==> config.mk <==
export PLATFORM = sky130hd
export DESIGN_NAME = i_line_responder
export DESIGN_NICKNAME = d
export VERILOG_FILES = /design/src/rtl/i_line_responder_pkg.sv /design/src/rtl/i_line_assembler.sv /design/src/rtl/i_line_responder.sv
export SDC_FILE = /design/constraint.sdc
export NUM_CORES = 1
export LEC_CHECK = 0
export CAP_MARGIN = 20
export CORE_MARGIN = 1
export CORE_UTILIZATION = 48
export DETAILED_ROUTE_END_ITERATION = 12
export HOLD_SLACK_MARGIN = 0.15
export PLACE_DENSITY = 0.85
export REMOVE_ABC_BUFFERS = 1
export SLEW_MARGIN = 20
export SYNTH_ARGS = -nofsm -noshare
export SYNTH_HDL_FRONTEND = slang
export SYNTH_SLANG_ARGS = --single-unit
==> constraint.sdc <==
create_clock -name clk -period 5.4 [get_ports clk]
set_input_delay 0.54 -clock clk [delete_from_list [all_inputs] [get_ports clk]]
set_output_delay 0.54 -clock clk [all_outputs]
set_load 0.1 [all_outputs]
==> src/rtl/i_line_responder_pkg.sv <==
// Shared types and constants for the i-cache line responder (package i_cache_types).
package i_cache_types;

    localparam int I_LINE_BITS  = 256;
    localparam int I_BEAT_BITS  = 64;
    localparam int I_ADDR_WIDTH = 32;

    localparam int i_line_beats = I_LINE_BITS / I_BEAT_BITS;

    typedef enum logic [1:0] {
        IDLE  = 2'd0,
        BURST = 2'd1,
        RESP  = 2'd2
    } i_resp_state_t;

    // Number of byte-offset bits inside one cache line.
    function automatic int line_offset_bits(input int line_bits);
        return $clog2(line_bits / 8);
    endfunction

endpackage

==> src/rtl/i_line_assembler.sv <==
// Beat counter and slice-write line register; beat k lands in bits [k*BEAT_BITS +: BEAT_BITS].
module i_line_assembler
    import i_cache_types::*;
#(
    parameter int LINE_BITS = I_LINE_BITS,
    parameter int BEAT_BITS = I_BEAT_BITS
) (
    input  logic                 clk,
    input  logic                 rst,
    input  logic                 clear,
    input  logic                 beat_valid,
    input  logic [BEAT_BITS-1:0] beat_data,
    output logic [LINE_BITS-1:0] line,
    output logic                 last_beat
);

    localparam int BEATS = LINE_BITS / BEAT_BITS;
    localparam int CNT_W = (BEATS > 1) ? $clog2(BEATS) : 1;

    logic [CNT_W-1:0]     r_beat_cnt;
    logic [LINE_BITS-1:0] r_line;

    // The line is never cleared by a new request so it keeps the last assembled line.
    always_ff @(posedge clk or negedge rst) begin
        if (!rst) begin
            r_beat_cnt <= '0;
            r_line     <= '0;
        end else if (clear) begin
            r_beat_cnt <= '0;
        end else if (beat_valid) begin
            r_line[r_beat_cnt*BEAT_BITS +: BEAT_BITS] <= beat_data;
            r_beat_cnt                                <= r_beat_cnt + CNT_W'(1);
        end
    end

    assign line      = r_line;
    assign last_beat = (r_beat_cnt == CNT_W'(BEATS - 1));

endmodule

==> src/rtl/i_line_responder.sv <==
// I-cache line fill responder: one burst of N beats per miss, single-cycle resp pulse.
// Optional one-line buffer enabled by defining I_LINE_BUFFER_EN.
//
// state | meaning
// IDLE  | waiting for icache_pmem_read; latches aligned address on a miss
// BURST | burst_read high, capturing beats into the line register
// RESP  | icache_pmem_resp high for one cycle, line stable on icache_pmem_rdata
module i_line_responder
    import i_cache_types::*;
#(
    parameter int LINE_BITS  = I_LINE_BITS,
    parameter int BEAT_BITS  = I_BEAT_BITS,
    parameter int ADDR_WIDTH = I_ADDR_WIDTH
) (
    input  logic                  clk,
    input  logic                  rst,
    input  logic                  icache_pmem_read,
    input  logic [ADDR_WIDTH-1:0] icache_pmem_address,
    output logic [LINE_BITS-1:0]  icache_pmem_rdata,
    output logic                  icache_pmem_resp,
    output logic                  burst_read,
    output logic [ADDR_WIDTH-1:0] burst_address,
    input  logic [BEAT_BITS-1:0]  burst_rdata,
    input  logic                  burst_resp
);

    localparam int OFFSET_BITS = line_offset_bits(LINE_BITS);
    localparam logic [ADDR_WIDTH-1:0] ALIGN_MASK =
        {{(ADDR_WIDTH - OFFSET_BITS){1'b1}}, {OFFSET_BITS{1'b0}}};

    i_resp_state_t         r_state;
    i_resp_state_t         w_state_nxt;
    logic [ADDR_WIDTH-1:0] r_addr;
    logic [ADDR_WIDTH-1:0] w_addr_aligned;
    logic                  w_latch;
    logic                  w_beat_valid;
    logic                  w_last_beat;
    logic                  w_burst_done;
    logic                  w_hit;
    logic [LINE_BITS-1:0]  w_line;

    assign w_addr_aligned = icache_pmem_address & ALIGN_MASK;
    assign w_beat_valid   = (r_state == BURST) && burst_resp;
    assign w_burst_done   = w_beat_valid && w_last_beat;

    i_line_assembler #(
        .LINE_BITS (LINE_BITS),
        .BEAT_BITS (BEAT_BITS)
    ) u_assembler (
        .clk        (clk),
        .rst        (rst),
        .clear      (w_latch),
        .beat_valid (w_beat_valid),
        .beat_data  (burst_rdata),
        .line       (w_line),
        .last_beat  (w_last_beat)
    );

`ifdef I_LINE_BUFFER_EN
    logic [ADDR_WIDTH-1:0] r_tag;
    logic                  r_valid;

    // The line register already holds the tagged line, so a hit needs no data copy.
    always_ff @(posedge clk or negedge rst) begin
        if (!rst) begin
            r_tag   <= '0;
            r_valid <= 1'b0;
        end else if (w_burst_done) begin
            r_tag   <= r_addr;
            r_valid <= 1'b1;
        end
    end

    assign w_hit = r_valid && (w_addr_aligned == r_tag);
`else
    assign w_hit = 1'b0;
`endif

    always_ff @(posedge clk or negedge rst) begin
        if (!rst) begin
            r_state <= IDLE;
            r_addr  <= '0;
        end else begin
            r_state <= w_state_nxt;
            if (w_latch) begin
                r_addr <= w_addr_aligned;
            end
        end
    end

    always_comb begin
        w_state_nxt = r_state;
        w_latch     = 1'b0;
        unique case (r_state)
            IDLE: begin
                if (icache_pmem_read) begin
                    if (w_hit) begin
                        w_state_nxt = RESP;
                    end else begin
                        w_state_nxt = BURST;
                        w_latch     = 1'b1;
                    end
                end
            end
            BURST: begin
                if (w_burst_done) begin
                    w_state_nxt = RESP;
                end
            end
            RESP:    w_state_nxt = IDLE;
            default: w_state_nxt = IDLE;
        endcase
    end

    assign burst_read        = (r_state == BURST);
    assign icache_pmem_resp  = (r_state == RESP);
    assign burst_address     = r_addr;
    assign icache_pmem_rdata = w_line;

endmodule
==> metrics.cfg, run 1 <==
[logic_synthesis]
synth_top_cell_area_share_pct = 67.4
netlist_area_sq_um = 10700
netlist_instances = 801
ys_ff_latch = 287
ys_seq_area_share_pct = 67.4
ys_warn_count = 0
synthDistinctLibCells = 28
yosys.area.top_type = dfrtp_1
ys_top_cells_by_area = dfrtp_1, a22o_1, nand2_1
syn_avg_cell_area_sq_um = 13.3

[clock_tree]
post_cts_resized = 0
numCtsBuffers = 30
cts_hold_buffers = 1
cts-root-buf = clkbuf_16
clock_path_buffers = 3
path_clk_slew_ns = 0.06
cts.sinks = 287
postCtsSetupRepairBufs = 0
clk_latency_ns = 0.55
cts_tree = built
htreeDepth = 1

[die]
die_area_sq_um = 22800
die_x_um = 151
die_h_um = 151
num_rows = 54
start_util_pct = 48.8
core-area_sq_um = 21800
io_pins = 390

[drt]
drt_iter0_markers = 484
drt_wl_total_um = 32700
dr_total_vias = 8311
detail-route-antenna-nets = 0
post_drt_wl_per_cell_um = 22.3
drcViolationCount = 0
firstDrtPassIters = 4
vias_per_cell = 5.67

[cells_and_area]
finalInstanceArea_sq_um = 15700
fin_nets = 1268
drive_above_1_share_pct = 8.18
fillers = 1434
most-common-layout-cells = clkdlybuf4s50_1, dfrtp_1, a22o_1
post-route-util_pct = 71.7
final_common_cell = clkdlybuf4s50_1
syn_to_final_growth_pct = 46.9
stdcell_count = 1467

[sta]
rsz0062_at_grt = false
max_slew_margin_pct = 24.8
fin_crit_sh_pct = 58.1
tightest_slew_ns = 1.12
finalClockSkew_ns = 0.0110
setup_viol = 0
final_hold_viol_count = 0
finalWorstSetupSlack_ns = 2.26
drv_slew = 0
max_freq_mhz = 319
fin_crit_ns = 3.14

[placed_design]
io_buffers = 379
place_inst = 1410
globalplace.congestion = 0.808
hpwlAfterDp_um = 20300
dp_slack_ns = 2.74
postPlaceCellArea_sq_um = 14600

[job]
max_cap_viol_count = 0

[global_routing]
antenna_found_initial = 1
grtUsageTotal_pct = 28.4
grt_pass1_wl_um = 49700
grt_start_max_net_pins = 157
grt_pass1_vias = 8809
grt_remaining_overflow = 0

[critical_path]
timing.rr.start = u_assembler.r_beat_cnt[0]$_DFFE_PN0P_
criticalPathCategory = reg2out
critPathTopFamily = buffers and inverters
max_stage_delay_ns = 1.26
critPathSlowestCell = clkdlybuf4s50_1
start_kind = register
cp.required_ns = 4.86
crit_fanout = 8
critPathCaptureType = output port
worstPathArrival_ns = 2.60
worst-path-buf-inv = 1
path_cells = nor2b_1 -> clkdlybuf4s50_1
worstSetupStartpoint = r_state[0]$_DFFE_PN0P_

[hold_path]
min_path_type = reg2reg
min_from = u_assembler.line[50]$_DFFE_PN0P_

[outcome]
status = finished, final reports clean

worst register-to-register path, cell delays in order, from the launching register on:
cell	delay, ns
dfrtp_1	0.54
inv_1	0.18
ha_1	0.54
nand2b_1	0.22
nor3_4	0.19
buf_4	0.66
a22o_1	0.33
layer usage:
layer / vias up / part of all wire, % / GRT usage, %
met1: 4211 / 37 / 34.9
met2: 413 / 49 / 47.2
li1: 3603 / - / -
met5: - / 0 / 0
met4: 0 / 4.2 / 12.7
met3: 84 / 9.3 / 7.44
kinds of logic (layout without fill, tap and decap cells):
logic type               Yosys count  in the layout  synth area share (%)
flip-flops                       287            287                  67.4
AO/OA/AOI/OAI                    257            257                  18.8
AND/OR/NAND/NOR                  150            150                  6.33
buffers and inverters             72            453                  3.79
multiplexers                      28             28                  2.95
adder cells (fa/ha/maj)            5              5                 0.587
other                              1              6                0.0352
XOR/XNOR                           1              1                0.0822
state kept, by name, summed over array words and instances (netlist names):
name                    count
u_assembler.line          256
u_assembler.r_beat_cnt      2
burst_address              27
r_state                     2
worst paths after layout:
path / slack (ns) / cells after the start / to
setup / recovery: 2.26 / 2 / burst_read
hold / removal: 0.48 / 2 / u_assembler.line[50]$_DFFE_PN0P_
setup reg to reg: 2.66 / 6 / u_assembler.line[111]$_DFFE_PN0P_
hold reg to reg: 0.48 / 2 / u_assembler.line[50]$_DFFE_PN0P_
max in group asynchronous: 3.55 / 3 / u_assembler.line[105]$_DFFE_PN0P_
min in group asynchronous: 0.49 / 2 / u_assembler.line[55]$_DFFE_PN0P_
final cells by class:
| class | count | area [sq um] | area share [%] |
|---|---|---|---|
| Multi-Input combinational cell | 446 | 3120 | 19.9 |
| Sequential cell | 287 | 7180 | 45.9 |
| Antenna cell | 1 | 2.50 | 0.0160 |
| Tap cell | 280 | 350 | 2.24 |
| Inverter | 3 | 11.3 | 0.0720 |
| Clock buffer | 43 | 861 | 5.50 |
| Clock inverter | 12 | 191 | 1.22 |
| Timing Repair Buffer | 395 | 3930 | 25.1 |
synth_stat cells (all sizes together):
cell,instances
a21o,1
nor2,2
mux2,27
xnor2,1
nor3,2
mux2i,1
buf,37
nand3b,1
nand3,2
nand4b,4
clkbuf,32
ha,5
or2b,1
nor4bb,1
nor2b,3
o21ai,66
nor3b,1
nor4,2
conb,1
nand2b,1
inv,3
a22o,190
nand2,130
dfrtp,287
metrics by stage:
stage	TNS [ns]	hold WS [ns]
finish	0	0.482
global route	0	0.506
CTS	0	0.485
detailed placement	0	0.469
global placement	0	0.461
floorplan	-34.13	0.244
Power of run 1 is left out: the tool's default activity adds up to more than one toggle a clock period on the data nets, which glitch-free logic cannot reach.
==> inputs of run 2 (changes only) <==
CORE_UTILIZATION = 40   (was 48)
PLACE_DENSITY = 0.76   (was 0.85)
clock period = 2.65 ns   (was 5.4 ns; I/O delays follow)
==> run 2 against run 1 <==
Largest cell class unchanged. Final cell count increased by 4.0%. Critical endpoint is now u_assembler.line[141]$_DFFE_PN0P_. Utilization decreased by 13 points. Register-to-register slack got worse by 2.3 ns. Final area decreased by 2.8%. Critical path type is now reg2reg.
==> metrics.cfg, run 2 (synthesized netlist as in run 1, its figures left out) <==
[global_routing]
grt_pass1_wl_um = 47700  ; -4.0%
grtUsageTotal_pct = 22.4  ; -6.0 points
grt_pass1_vias = 8408  ; -4.6%
antenna_found_initial = 0  ; -1
grt_remaining_overflow = 0  ; unchanged
grt_start_max_net_pins = 91  ; -42%

[drt]
drt_wl_total_um = 31300  ; -4.2%
drt_iter0_markers = 811  ; +68%
post_drt_wl_per_cell_um = 20.5  ; -7.9%
dr_total_vias = 8223  ; -1.1%
firstDrtPassIters = 4  ; unchanged
drcViolationCount = 0  ; unchanged
detail-route-antenna-nets = 0  ; unchanged
vias_per_cell = 5.39  ; -4.9%

[sta]
fin_crit_sh_pct = 87.2
final_hold_viol_count = 0  ; unchanged
setup_viol = 0  ; unchanged
tightest_slew_ns = 0.883  ; -0.242 ns
max_slew_margin_pct = 41.1  ; +16 points
max_freq_mhz = 433
drv_slew = 0  ; unchanged
rsz0062_at_grt = false
fin_crit_ns = 2.31
finalClockSkew_ns = 0.00700  ; -0.00404 ns

[die]
die_h_um = 165  ; +9.4%
core-area_sq_um = 26100  ; +19%
die_x_um = 165  ; +9.4%
start_util_pct = 40.9  ; -7.9 points
die_area_sq_um = 27300  ; +20%
io_pins = 390  ; unchanged
num_rows = 59  ; +9.3%

[outcome]
status = finished, final reports clean

[placed_design]
postPlaceCellArea_sq_um = 14100  ; -3.1%
place_inst = 1473  ; +4.5%
io_buffers = 379  ; unchanged
globalplace.congestion = 0.782  ; -3.2%
hpwlAfterDp_um = 20500  ; +0.93%

[critical_path]
worstPathArrival_ns = 2.79  ; +0.19 ns
critPathCaptureType = register
critPathSlowestCell = dfrtp_1
max_stage_delay_ns = 0.54  ; -0.72 ns
path_cells = inv_1 -> ha_1 -> nand2b_1 -> nor4_4 -> buf_12 -> a22o_1
crit_fanout = 64  ; +56
criticalPathCategory = reg2reg
cp.required_ns = 3.12  ; -1.74 ns
start_kind = register
worst-path-buf-inv = 2  ; +1
critPathTopFamily = flip-flops

[cells_and_area]
post-route-util_pct = 58.4  ; -13 points
regArea_sq_um = 7180  ; unchanged
n_antenna_cell = 0  ; -1
fillers = 2117  ; +48%
final_common_cell = buf_4
stdcell_count = 1526  ; +4.0%
drive_above_1_share_pct = 32.7  ; +25 points
multi_input_area_sq_um = 3120  ; unchanged
syn_to_final_growth_pct = 42.8
fin_nets = 1275  ; +0.55%
most-common-layout-cells = buf_4, dfrtp_1, a22o_1
largest_reg_flops = 256  ; unchanged
finalInstanceArea_sq_um = 15200  ; -2.8%

[hold_path]
min_path_type = in2async

[clock_tree]
numCtsBuffers = 29  ; -3.3%
htreeDepth = 1  ; unchanged
cts.sinks = 287  ; unchanged
cts_tree = built
path_clk_slew_ns = 0.06  ; about the same
post_cts_resized = 0  ; unchanged
clock_path_buffers = 3  ; unchanged
cts-root-buf = clkbuf_16
clk_latency_ns = 0.54  ; about the same

[job]
max_cap_viol_count = 0  ; unchanged

-- run 2: cell types whose count changed in the layout (fill, tap and decap cells not counted), sizes merged --
cell,change
diode,-1
clkdlybuf4s50,-285
clkinvlp,-1
bufinv,+2
buf,+293
clkinv,+1
clkbuf,-4
inv,-1
-- run 2: per-layer routing --
metal | vias to the layer above | share of wire (%) | global-route usage (%) | wire, um
met3 | 69 | 8.2 | 5.19 | 2570
met2 | 374 | 48 | 36.8 | 15000
met1 | 4160 | 40 | 29.2 | 12600
met5 | - | 0 | 0 | 0
met4 | 0 | 3.4 | 7.67 | 1050
li1 | 3620 | - | - | -
-- run 2: timing repair --
item / CTS / global route
setup buffers: 0 / 0
hold buffers: 1 / 0
hold endpoints to repair: 81 / 0
-- run 2: path summary, 6_finish.rpt --
kind,from,endpoint,slack [ns],cells past startpoint
min in group clk,icache_pmem_address[31],burst_address[31]$_DFFE_PN0P_,0.33,2
worst min register to register,u_assembler.line[43]$_DFFE_PN0P_,u_assembler.line[43]$_DFFE_PN0P_,0.48,2
worst max-delay path,u_assembler.r_beat_cnt[0]$_DFFE_PN0P_,u_assembler.line[141]$_DFFE_PN0P_,0.34,6
max in group asynchronous,rst,u_assembler.line[115]$_DFFE_PN0P_,1.50,3
worst max register to register,u_assembler.r_beat_cnt[0]$_DFFE_PN0P_,u_assembler.line[141]$_DFFE_PN0P_,0.34,6
worst min-delay path,rst,burst_address[11]$_DFFE_PN0P_,0.33,2
-- run 2: area by class of cell --
class	instances	share of cell area, %
Tap cell	335	2.76
Clock buffer	39	5.35
Multi-Input combinational cell	446	20.5
Timing Repair Buffer	403	22.5
Clock inverter	13	1.60
Sequential cell	287	47.2
Inverter	3	0.0741
-- run 2: per-stage QoR --
step | setup slack (ns) | hold WS [ns] | setup TNS [ns]
3_5_place_dp | 0.393 | 0.340 | 0
4_1_cts | 0.335 | 0.317 | 0
5_1_grt | 0.204 | 0.334 | 0
3_3_place_gp | 0.430 | 0.349 | 0
6_report | 0.338 | 0.325 | 0
2_1_floorplan | -3.28 | -0.0306 | -473.67
Power of run 2 is left out for the same reason.
==> inputs of run 3 (changes only) <==
ABC_AREA = 1   (was unset)
CORE_MARGIN = 4   (was 1)
CORE_UTILIZATION = 43   (was 40)
PLACE_DENSITY = 0.77   (was 0.76)
==> run 3 against run 2 <==
Wire length is 33% higher. Die area is 19% higher. Critical path depth is 2 higher. Final area is 13% higher. Clock-buffer cell count stayed put. Clock skew is 0.0028 ns higher. Critical endpoint is now u_assembler.line[205]$_DFFE_PN0P_. Hold slack worse by 0.079 ns. Non-clock buffer count is 12 higher. Largest cell class unchanged. Setup slack better by 0.20 ns. Sequential share of layout area is 5.5 points lower. Fmax is 9.3% higher. First-iteration DRC count is 41% higher.
==> metrics.cfg, run 3 <==
[outcome]
status = finished, final reports clean

[clock_tree]
post_cts_resized = 0  ; unchanged
cts-root-buf = clkbuf_16
path_clk_slew_ns = 0.06  ; about the same
cts_tree = built
htreeDepth = 1  ; unchanged
postCtsSetupRepairBufs = 0  ; unchanged
clock_path_buffers = 3  ; unchanged
clk_latency_ns = 0.55  ; about the same
numCtsBuffers = 30  ; +3.4%
cts.sinks = 287  ; unchanged

[sta]
final_hold_viol_count = 0  ; unchanged
finalClockSkew_ns = 0.00979  ; +0.00279 ns
drv_slew = 0  ; unchanged
fin_crit_sh_pct = 79.8  ; -7.4 points
tightest_slew_ns = 0.657  ; -0.226 ns
max_slew_margin_pct = 56.2  ; +15 points
max_freq_mhz = 473  ; +9.3%
rsz0062_at_grt = false
fin_crit_ns = 2.12  ; -0.196 ns
setup_viol = 0  ; unchanged

[logic_synthesis]
yosysMostFrequentCell = nand2_1
synthTopCellsByCount = nand2_1, dfrtp_1, nor2_1
synthDistinctLibCells = 21  ; -25%
ys_warn_count = 0  ; unchanged
synth_top_cell_area_share_pct = 56.6  ; -11 points
syn_avg_cell_area_sq_um = 7.90  ; -41%
ys.flop_type = dfrtp_1
netlist_instances = 1607  ; +100%
ys_seq_area_share_pct = 56.6  ; -11 points
ys_ff_latch = 287  ; unchanged
synth_edf_count = 0  ; unchanged
synthArstFlopShare_pct = 100  ; unchanged
ys_top_cells_by_area = dfrtp_1, nand2_1, nor2_1
netlist_area_sq_um = 12700  ; +19%
yosys.area.top_type = dfrtp_1

[die]
start_util_pct = 43.9  ; +3.0 points
num_rows = 62  ; +5.1%
die_x_um = 180  ; +8.9%
die_h_um = 180  ; +8.9%
die_area_sq_um = 32300  ; +19%
io_pins = 390  ; unchanged
core-area_sq_um = 28900  ; +11%

[critical_path]
ff2ff_path_depth = 8  ; +2
criticalPathCategory = reg2reg
crit_fanout = 26  ; -59%
start_kind = register
critPathCaptureType = register
timing.rr.end = u_assembler.line[205]$_DFFE_PN0P_
cp.required_ns = 3.09  ; -0.03 ns
r2r_slack_ns = 0.53  ; +0.20 ns
timing.rr.start = u_assembler.r_beat_cnt[1]$_DFFE_PN0P_
worstPathArrival_ns = 2.55  ; -0.24 ns

[job]
max_cap_viol_count = 0  ; unchanged

[drt]
drt_wl_total_um = 41600  ; +33%
dr_total_vias = 11900  ; +44%
firstDrtPassIters = 5  ; +1
detail-route-antenna-nets = 0  ; unchanged
drcViolationCount = 0  ; unchanged
post_drt_wl_per_cell_um = 17.7  ; -14%
vias_per_cell = 5.05  ; -6.4%
drt_iter0_markers = 1147  ; +41%

[cells_and_area]
fin_nets = 2049  ; +61%
drive_above_1_share_pct = 19.7  ; -13 points
syn_to_final_growth_pct = 35.5
post-route-util_pct = 59.4  ; +1.1 points
largest_reg_flops = 256  ; unchanged
most-common-layout-cells = nand2_1, buf_4, dfrtp_1
finalInstanceArea_sq_um = 17200  ; +13%
stdcell_count = 2350  ; +54%
final_common_cell = nand2_1

[hold_path]
min_path_type = in2async

[placed_design]
postPlaceCellArea_sq_um = 16100  ; +14%
hpwlAfterDp_um = 27600  ; +34%
place_inst = 2295  ; +56%
io_buffers = 379  ; unchanged
globalplace.congestion = 0.811  ; +3.7%

[global_routing]
grt_pass1_vias = 11800  ; +40%
grtUsageTotal_pct = 25.0  ; +2.6 points
grt_start_max_net_pins = 67  ; -26%
antenna_found_initial = 1  ; +1
grt_remaining_overflow = 0  ; unchanged
grt_pass1_wl_um = 66200  ; +39%

==> run 3: cell count changes after synthesis, moves of 29 or more <==
cell	delta
a22o_1	-190
buf_2	+48
inv_1	+29
nand2_1	+608
nand3_1	+129
nor2_1	+192
o21ai_0	-34
o21ai_1	+60
==> run 3: cell type report <==
type | count | area (sq um)
antenna | 1 | 2.50
clock buffer | 39 | 846
clock inverter | 14 | 200
fill | 2523 | 11700
inverter | 37 | 141
multi-input combinational | 1173 | 4830
sequential | 287 | 7180
tap | 384 | 480
timing repair buffer | 415 | 3520
==> run 3: worst max-delay path by stage <==
stage	cells past startpoint	endpoint	startpoint
after floorplan	4	u_assembler.line[0]$_DFFE_PN0P_	u_assembler.r_beat_cnt[0]$_DFFE_PN0P_
after global placement	8	u_assembler.line[210]$_DFFE_PN0P_	u_assembler.r_beat_cnt[1]$_DFFE_PN0P_
after detailed placement	8	u_assembler.line[205]$_DFFE_PN0P_	u_assembler.r_beat_cnt[1]$_DFFE_PN0P_
after CTS	8	u_assembler.line[205]$_DFFE_PN0P_	u_assembler.r_beat_cnt[1]$_DFFE_PN0P_
after global routing	8	u_assembler.line[218]$_DFFE_PN0P_	u_assembler.r_beat_cnt[0]$_DFFE_PN0P_
final	8	u_assembler.line[205]$_DFFE_PN0P_	u_assembler.r_beat_cnt[1]$_DFFE_PN0P_
==> run 3: routing by layer <==
layer	up-vias	track usage, %	part of all wire [%]	routed length [um]
met5	-	0	0	0
met4	0	8.72	3.4	1400
met3	77	5.19	7.5	3140
met2	484	42.0	48	20100
met1	5660	32.5	41	16900
li1	5635	-	-	-
==> run 3: cell families (layout without fill, tap and decap cells) <==
group	count (synthesis)	after routing	synth area share (%)
other	1	6	0.0295
AO/OA/AOI/OAI	92	92	3.63
AND/OR/NAND/NOR	1071	1071	33.3
buffers and inverters	151	505	5.94
flip-flops	287	287	56.6
adder cells (fa/ha/maj)	5	5	0.493
==> run 3: metrics by stage <==
step	worst slack [ns]	setup TNS [ns]	hold WS, ns
finish	0.535	0	0.246
global route	0.417	0	0.259
detailed placement	0.561	0	0.248
CTS	0.524	0	0.246
floorplan	-2.30	-348.59	-0.0306
global placement	0.629	0	0.240
==> run 3: worst max-delay path: stages, from the launching register on <==
cell	delay, ns
dfrtp_1	0.41
inv_1	0.10
ha_1	0.44
inv_1	0.11
nand2_2	0.45
buf_12	0.26
nor2_1	0.08
nand2_1	0.08
nand2_1	0.05
==> run 3: what timing repair did <==
item | 4_1_cts | 5_1_grt
endpoints found under the setup margin | 0 | 0
hold endpoints to repair | 219 | 0
hold buffers | 1 | 0
Power of run 3 is left out for the same reason.
